## config.mk

```make
export PLATFORM = sky130hd
export DESIGN_NAME = pc_seq
export DESIGN_NICKNAME = d
export VERILOG_FILES = /design/src/rtl/pc_seq_pkg.sv /design/src/rtl/pc_target_table.sv /design/src/rtl/pc_seq.sv
export SDC_FILE = /design/constraint.sdc
export NUM_CORES = 1
export LEC_CHECK = 0
export BUFFER_PORTS_ARGS = -buffer_cell sky130_fd_sc_hd__buf_2
export CAP_MARGIN = 30
export CELL_PAD_IN_SITES_DETAIL_PLACEMENT = 1
export CELL_PAD_IN_SITES_GLOBAL_PLACEMENT = 2
export CORE_UTILIZATION = 50
export DETAILED_ROUTE_END_ITERATION = 8
export PLACE_DENSITY_LB_ADDON = 0.1
export SLEW_MARGIN = 30
export SYNTH_ARGS = -nofsm -noshare
export SYNTH_HDL_FRONTEND = slang
export SYNTH_SLANG_ARGS = --single-unit
```

## constraint.sdc

```tcl
create_clock -name clk -period 2.85 [get_ports clk]
set_input_delay 0.4275 -clock clk [delete_from_list [all_inputs] [get_ports clk]]
set_output_delay 0.4275 -clock clk [all_outputs]
set_load 0.05 [all_outputs]
```

## src/rtl/pc_seq_pkg.sv

```systemverilog
// pc_seq_pkg: shared types and constants for the program-counter sequencer.
//   state_e     - sequencer states (IDLE, RUN, HALT)
//   TABLE_DEPTH - number of branch-target table entries
//   IDX_W       - width of a table index
package pc_seq_pkg;

    localparam int unsigned TABLE_DEPTH = 16;
    localparam int unsigned IDX_W       = 4;

    typedef enum logic [1:0] {
        IDLE = 2'd0,
        RUN  = 2'd1,
        HALT = 2'd2
    } state_e;

endpackage

```

## src/rtl/pc_target_table.sv

```systemverilog
// pc_target_table: 16-entry branch-target table, one synchronous write port and
// one combinational read port. Contents have no reset; they power up as zero.
//   clk   - write clock (rising edge)
//   we    - write strobe
//   waddr - write index
//   wdata - write value
//   raddr - read index
//   rdata - combinational read of stored contents (a same-cycle write is not
//           visible until after the edge)
module pc_target_table
    import pc_seq_pkg::*;
#(
    parameter int unsigned D = 10
) (
    input  logic             clk,
    input  logic             we,
    input  logic [IDX_W-1:0] waddr,
    input  logic [D-1:0]     wdata,
    input  logic [IDX_W-1:0] raddr,
    output logic [D-1:0]     rdata
);

    logic [D-1:0] mem [TABLE_DEPTH] = '{default: '0};

    always_ff @(posedge clk) begin
        if (we) begin
            mem[waddr] <= wdata;
        end
    end

    assign rdata = mem[raddr];

endmodule

```

## src/rtl/pc_seq.sv

```systemverilog
// pc_seq: program-counter sequencer with IDLE/RUN/HALT control and a
// 16-entry branch-target table.
//   clk, reset            - rising-edge clock, asynchronous active-high reset
//   start                 - load START_PC and enter RUN (only from IDLE/HALT)
//   stall                 - hold pc for one RUN cycle
//   halt_req              - end-of-program instruction; enter HALT
//   branch_en             - take branch to table[target_sel]
//   target_sel, rel       - table index; rel=1 treats the entry as signed offset
//   cfg_we/addr/data      - table write port, accepted in every state
//   pc, busy, done        - registered program counter, RUN flag, HALT flag
// Optional feature: define PC_SEQ_REL_BRANCH_EN to enable relative branches.
// Without it rel is ignored and every taken branch is absolute.
module pc_seq
    import pc_seq_pkg::*;
#(
    parameter int unsigned D        = 10,
    parameter int unsigned START_PC = 0
) (
    input  logic             clk,
    input  logic             reset,
    input  logic             start,
    input  logic             stall,
    input  logic             halt_req,
    input  logic             branch_en,
    input  logic [IDX_W-1:0] target_sel,
    input  logic             rel,
    input  logic             cfg_we,
    input  logic [IDX_W-1:0] cfg_addr,
    input  logic [D-1:0]     cfg_data,
    output logic [D-1:0]     pc,
    output logic             busy,
    output logic             done
);

    localparam logic [D-1:0] START_VAL = D'(START_PC);

    state_e       state_q;
    logic [D-1:0] pc_q;
    logic         busy_q;
    logic         done_q;
    logic [D-1:0] tbl_rdata;
    logic [D-1:0] branch_pc;

    pc_target_table #(
        .D (D)
    ) u_table (
        .clk   (clk),
        .we    (cfg_we),
        .waddr (cfg_addr),
        .wdata (cfg_data),
        .raddr (target_sel),
        .rdata (tbl_rdata)
    );

`ifdef PC_SEQ_REL_BRANCH_EN
    // Unsigned add of the raw entry equals the two's-complement add mod 2^D.
    always_comb begin
        branch_pc = tbl_rdata;
        if (rel) begin
            branch_pc = pc_q + tbl_rdata;
        end
    end
`else
    logic unused_rel;
    assign unused_rel = rel;
    assign branch_pc  = tbl_rdata;
`endif

    always_ff @(posedge clk or posedge reset) begin
        if (reset) begin
            state_q <= IDLE;
            pc_q    <= START_VAL;
            busy_q  <= 1'b0;
            done_q  <= 1'b0;
        end else begin
            unique case (state_q)
                IDLE, HALT: begin
                    if (start) begin
                        state_q <= RUN;
                        pc_q    <= START_VAL;
                        busy_q  <= 1'b1;
                        done_q  <= 1'b0;
                    end
                end
                RUN: begin
                    if (halt_req) begin
                        state_q <= HALT;
                        busy_q  <= 1'b0;
                        done_q  <= 1'b1;
                    end else if (!stall) begin
                        if (branch_en) begin
                            pc_q <= branch_pc;
                        end else begin
                            pc_q <= pc_q + D'(1);
                        end
                    end
                end
                default: begin
                    state_q <= IDLE;
                    busy_q  <= 1'b0;
                    done_q  <= 1'b0;
                end
            endcase
        end
    end

    assign pc   = pc_q;
    assign busy = busy_q;
    assign done = done_q;

endmodule

```

**Yosys cells after proc, flatten, opt, wreduce, memory -nomap -nowiden**

Memory sizes are Yosys's and may differ from the RTL's.
Index checks and enable logic that the tools add are counted.

- Flip-flop bits (word level): 14
- Bits in latches: 0
- Bits in writable memories: 160
- Memory bits (read-only): 0
- Input port bits: 26
- Word-level logic and storage cells: 33
- Memories kept: 1

Memories:

| memory | words | width | rd ports | clocked after memory_dff | write ports | line | text |
|---|---|---|---|---|---|---|---|
| u_table.mem | 16 | 10 | 1 | 0 | 1 | pc_target_table.sv:23 | `logic [D-1:0] mem [TABLE_DEPTH] = '{default: '0};` |

- Add/sub/neg operators: 1
- $mul: 0
- Divide/modulo/power cells: 0
- Magnitude comparators: 0
- Equal/unequal tests: 6
- Shifts and indexed selects: 0
- Multiplexer cells: 16
- Bitwise gates (word level): 0
- Reduce and logical (&&, ||, !) cells: 5

Operators with widths:

| kind | number |
|---|---|
| $mux 10 | 4 |
| $pmux 10 s2 | 1 |
| $add 10x1->10 const B | 1 |
| $ne 2x2->1 const B | 4 |
| $mux 1 | 6 |
| $mux 2 | 2 |
| $pmux 1 s2 | 2 |
| $pmux 2 s2 | 1 |
| $reduce_and 4->1 | 1 |
| $eq 2x1->1 const B | 1 |
| $eq 2x2->1 const B | 1 |
| $logic_not 2->1 | 1 |
| $reduce_and 2->1 | 1 |
| $reduce_bool 2->1 | 1 |
| $reduce_or 2->1 | 1 |

**Longest topological paths before layout**

- Depth in word-level cells: 5
- Gate-level depth with buffers: 6

**By module**

From an unflattened synthesis, not the netlist that was laid out.

- Cell total of the unflattened synthesis: 353
- Area, all modules: 6907.9 um^2

Modules (own cells, without submodules):

| module | times used | cells an instance | area each (um^2) |
|---|---|---|---|
| pc_target_table | 1 | 269 | 6153.4 |
| pc_seq | 1 | 84 | 754.5 |

**Least setup slack after synthesis**

OpenSTA, ideal clock, no wires.

- Path type: in2reg
- Start point: input port cfg_addr[2]
- End point: memory u_table.mem[0][0] (enable)
- Setup time: 390 ps
- Arrival time: 1671 ps
- Required time: 2460 ps
- Slack: 789 ps
- Cell stages on the path: 2
- Path buffers: 0
- Cell sequence: or3b_2 nor3_1

RTL lines:

| item | line | text |
|---|---|---|
| from (decl) | pc_seq.sv:28 | `input logic [IDX_W-1:0] cfg_addr,` |
| to (decl) | pc_target_table.sv:23 |  |

Straight into the memory's write port.

**Worst setup path after layout**

- Start point: register state_q[1]
- End point: register pc_q[1], in the netlist pc[1]

- Longest elaborated chain between the ends: 4

RTL lines:

| item | line | text |
|---|---|---|
| from (decl) | pc_seq.sv:37 | `state_e state_q;` |
| from (signal assigned) | pc_seq.sv:71 | `state_q <= IDLE;` |
| from (signal assigned) | pc_seq.sv:79 | `state_q <= RUN;` |
| from (signal assigned) | pc_seq.sv:87 | `state_q <= HALT;` |
| $eq 2x2->1 or $logic_not 2->1 (tied branches) | pc_seq.sv:76 | `unique case (state_q)` |
| $reduce_or 2->1 | pc_seq.sv:76 |  |
| $ne 2x2->1 (no line) or $reduce_bool 2->1 (tied branches) | - |  |
| $reduce_and 4->1 (no line) | - |  |
| to (signal assigned) | pc_seq.sv:92 | `pc_q <= branch_pc;` |
| to (signal assigned) | pc_seq.sv:94 | `pc_q <= pc_q + D'(1);` |
| to (decl) | pc_seq.sv:38 | `logic [D-1:0] pc_q;` |

Parallel ways exist; a longest one is shown, timed or not.
A chain may end at the register's enable or synchronous reset.

==> out/summary.txt <==
Status: complete, no violations
Worst EP required: 3.21 ns
Hold Vio Cnt, Final: 0
Lkg Pwr: 2.78 nW
Hold crit path type: in -> async
Post-route DRC: 0
Share of layout cells above drive strength 1: 32.5%
Number of I/O port buffers: 36
Synthesized area per cell: 19.6 sq um
Max-cap violations: 0
Fmax: 0.488 GHz
Core area: 13,500 sq um
Area share of the largest cell type after synthesis: 68.7%
Reg-to-reg critical path startpoint: state_q[1]
Crit. End Element: flop
Synth Area in Compound Gates: 3.11%
Setup Buffers After CTS: 0
Number of flops mapped to enable cells by yosys: 160
Syn. warnings: 0
Ports: 38
Total congestion overflow: 0
Post-Route WL: 15,800 um
Slew Limit Fails: 0
Final worst-path cycle share: 72.0%
Worst-Skew Late Latency: 0.42 ns
Final setup fails: 0
Drt wl/cell: 26.0 um
Vias: 3,690
Yosys top cell by area: edfxtp_1
Critical Path Start: state_q[1]
GRT Overall Usage: 24.3%
Setup CP Type: reg -> reg
Setup_tns: 0 ns
Largest net degree at the start of global routing: 40
Hold_buf cts: 0
N_diodes: 0
Fill cells: 1,193
Critical path arrival: 2.41 ns
Cell area after placement: 7510 sq um
Xor-xnor portion of the synthesized cell area: 0.125%
Placed cell count: 575
Post-synthesis mux area share: 15.5%
Post-CTS sizing: 0
Worst-path clk slew: 0.06 ns
Fin cells: 607
Row count: 42
Area share of fa/ha/maj cells after synthesis: 0.179%
Post-synthesis sequential area ratio: 73.7%
Initial Util: 52.0%
TritonCTS clock tree: done
Total CTS buffers: 17
Area growth, synth to finish: 15.5%
RSZ-0062 raised after global routing: no
Vias in the first global route: 3,881
Via density: 6.08
Post-route minimum period: 2.05 ns
Nets: 445
Initial antenna violation count: 0
Asr flop ratio synth: 8.05%
Skew final: 0.00815 ns
Pwr dens: 698 nW/um^2
Htree depth: 4
Rel. slew slack: 52.4%
Crit Path Max Fanout: 6
Post-route ant nets: 0
Yosys reg bits: 174
CP Launch Type: flop
Syn_nets: 383
Synth Instances: 356
Post-detail-place hpwl: 9930 um
CTS sink cnt: 174
Main combinational cell family by area after synthesis: multiplexers
Synth area leaders: edfxtp_1 69%, mux4_2 13%, dfrtp_1 5.0%, mux2i_1 1.9%, nor2_1 1.2%
Synth Flop Type: edfxtp_1
Synth Area in Simple Gates: 5.96%
Synth cell types: 46
Die Height: 120 um
Routability cong.: 0.714
Clock tree buffer depth: 2
Drt initial violations: 295
Drt pass-1 iters: 5
CTS Root Buffer Type: clkbuf_16
Final Instance Area: 8080 sq um
Global-route wire length before repair: 24,200 um
Die X: 120 um
Max VDD drop: 0.000449 V
Worst slew pin tran: 0.712 ns
Cell area after synthesis: 6990 sq um
Die Area: 14,500 sq um
## worst max-delay path, cell delays in order (launching register included)
cell and delay (ns):
dfrtp_1 0.45, or4b_1 0.68, or3_4 0.42, o22ai_1 0.28, a221o_1 0.15
## per-stage QoR
| step | setup WS (ns) | utilization (%) | hold slack [ns] | power (mW) |
|---|---|---|---|---|
| finish | 0.799 | 60.0 | 0.0604 | 5.64 |
| floorplan | 0.789 | - | 0.317 | 3.29 |
| detailed placement | 0.539 | 55.8 | 0.495 | 3.47 |
| global route | 0.693 | 60.0 | 0.0953 | 5.80 |
| CTS | 0.818 | 60.0 | 0.0627 | 5.68 |
| global placement | 0.536 | 55.8 | 0.490 | 3.45 |
## layout by cell type, fill, tap and decap left out, drive strengths merged, types with 3 or more instances in the layout
cell,count
or3b,3
mux2,3
nand3,7
mux4,41
nor2,22
edfxtp,160
nand3b,4
o21ai,6
nand2b,3
inv,6
or3,4
nor3,7
a211o,3
nand4,4
buf,58
mux2i,13
dfrtp,14
nor2b,3
clkinv,8
o22ai,7
nand2,9
clkbuf,17
## logic make-up (layout without fill, tap and decap cells)
group / after synthesis / after routing
and+or+nand+nor: 75 / 75
AOI/OAI and AO/OA: 30 / 30
muxes: 57 / 57
DFF: 174 / 174
xor gates and xnor gates: 1 / 1
adders and majority gates: 1 / 1
buffers and inverters: 18 / 93
## synthesized netlist by cell type, types with 4 or more instances
cell type and number:
edfxtp_1 160, mux4_2 41, nor2_1 22, dfrtp_1 14, mux2i_1 13, nand2_1 9, clkbuf_1 7, nand3_1 7
nor3_1 7, o22ai_1 7, o21ai_0 5, buf_2 4, nand3b_1 4, nand4_1 4
## final cells by class
type / instances / area (sq um) / share of cell area (%)
clock buffers: 17 / 425 / 5.27
clock inverters: 15 / 143 / 1.77
inverters: 3 / 11.3 / 0.139
multi-input cells: 164 / 1760 / 21.8
flip-flops and latches: 174 / 5150 / 63.8
well taps: 176 / 220 / 2.73
repair buffers: 58 / 358 / 4.43
## metal layers
metal  routed length (um)  part of all wire (%)  GRT usage, %
met1                 6810                    43          34.3
met2                 7800                    49          37.9
met3                  965                   6.1          5.42
met4                  238                   1.5          8.72
met5                    0                     0             0
## report_power, final
part / internal [mW] / leakage (nW) / switching, mW
combinational: 0.172 / 0.868 / 0.310
clock: 1.28 / 0.278 / 0.940
sequential: 2.87 / 1.63 / 0.0616
## sequential cells by signal (all words and copies together) (netlist names)
name and count:
busy 1, done 1, pc 10, state_q 2, u_table.mem 160
## path summary, 6_finish.rpt
kind | to | slack [ns] | cells after the start
worst max register to register | pc[1] | 0.80 | 4
worst min register to register | busy | 0.51 | 2
worst max-delay path | pc[1] | 0.80 | 4
min in group clk | state_q[1] | 0.33 | 3
max in group asynchronous | pc[4] | 2.40 | 2
worst min-delay path | state_q[1] | 0.06 | 2
(Power assumes the default switching activity.)
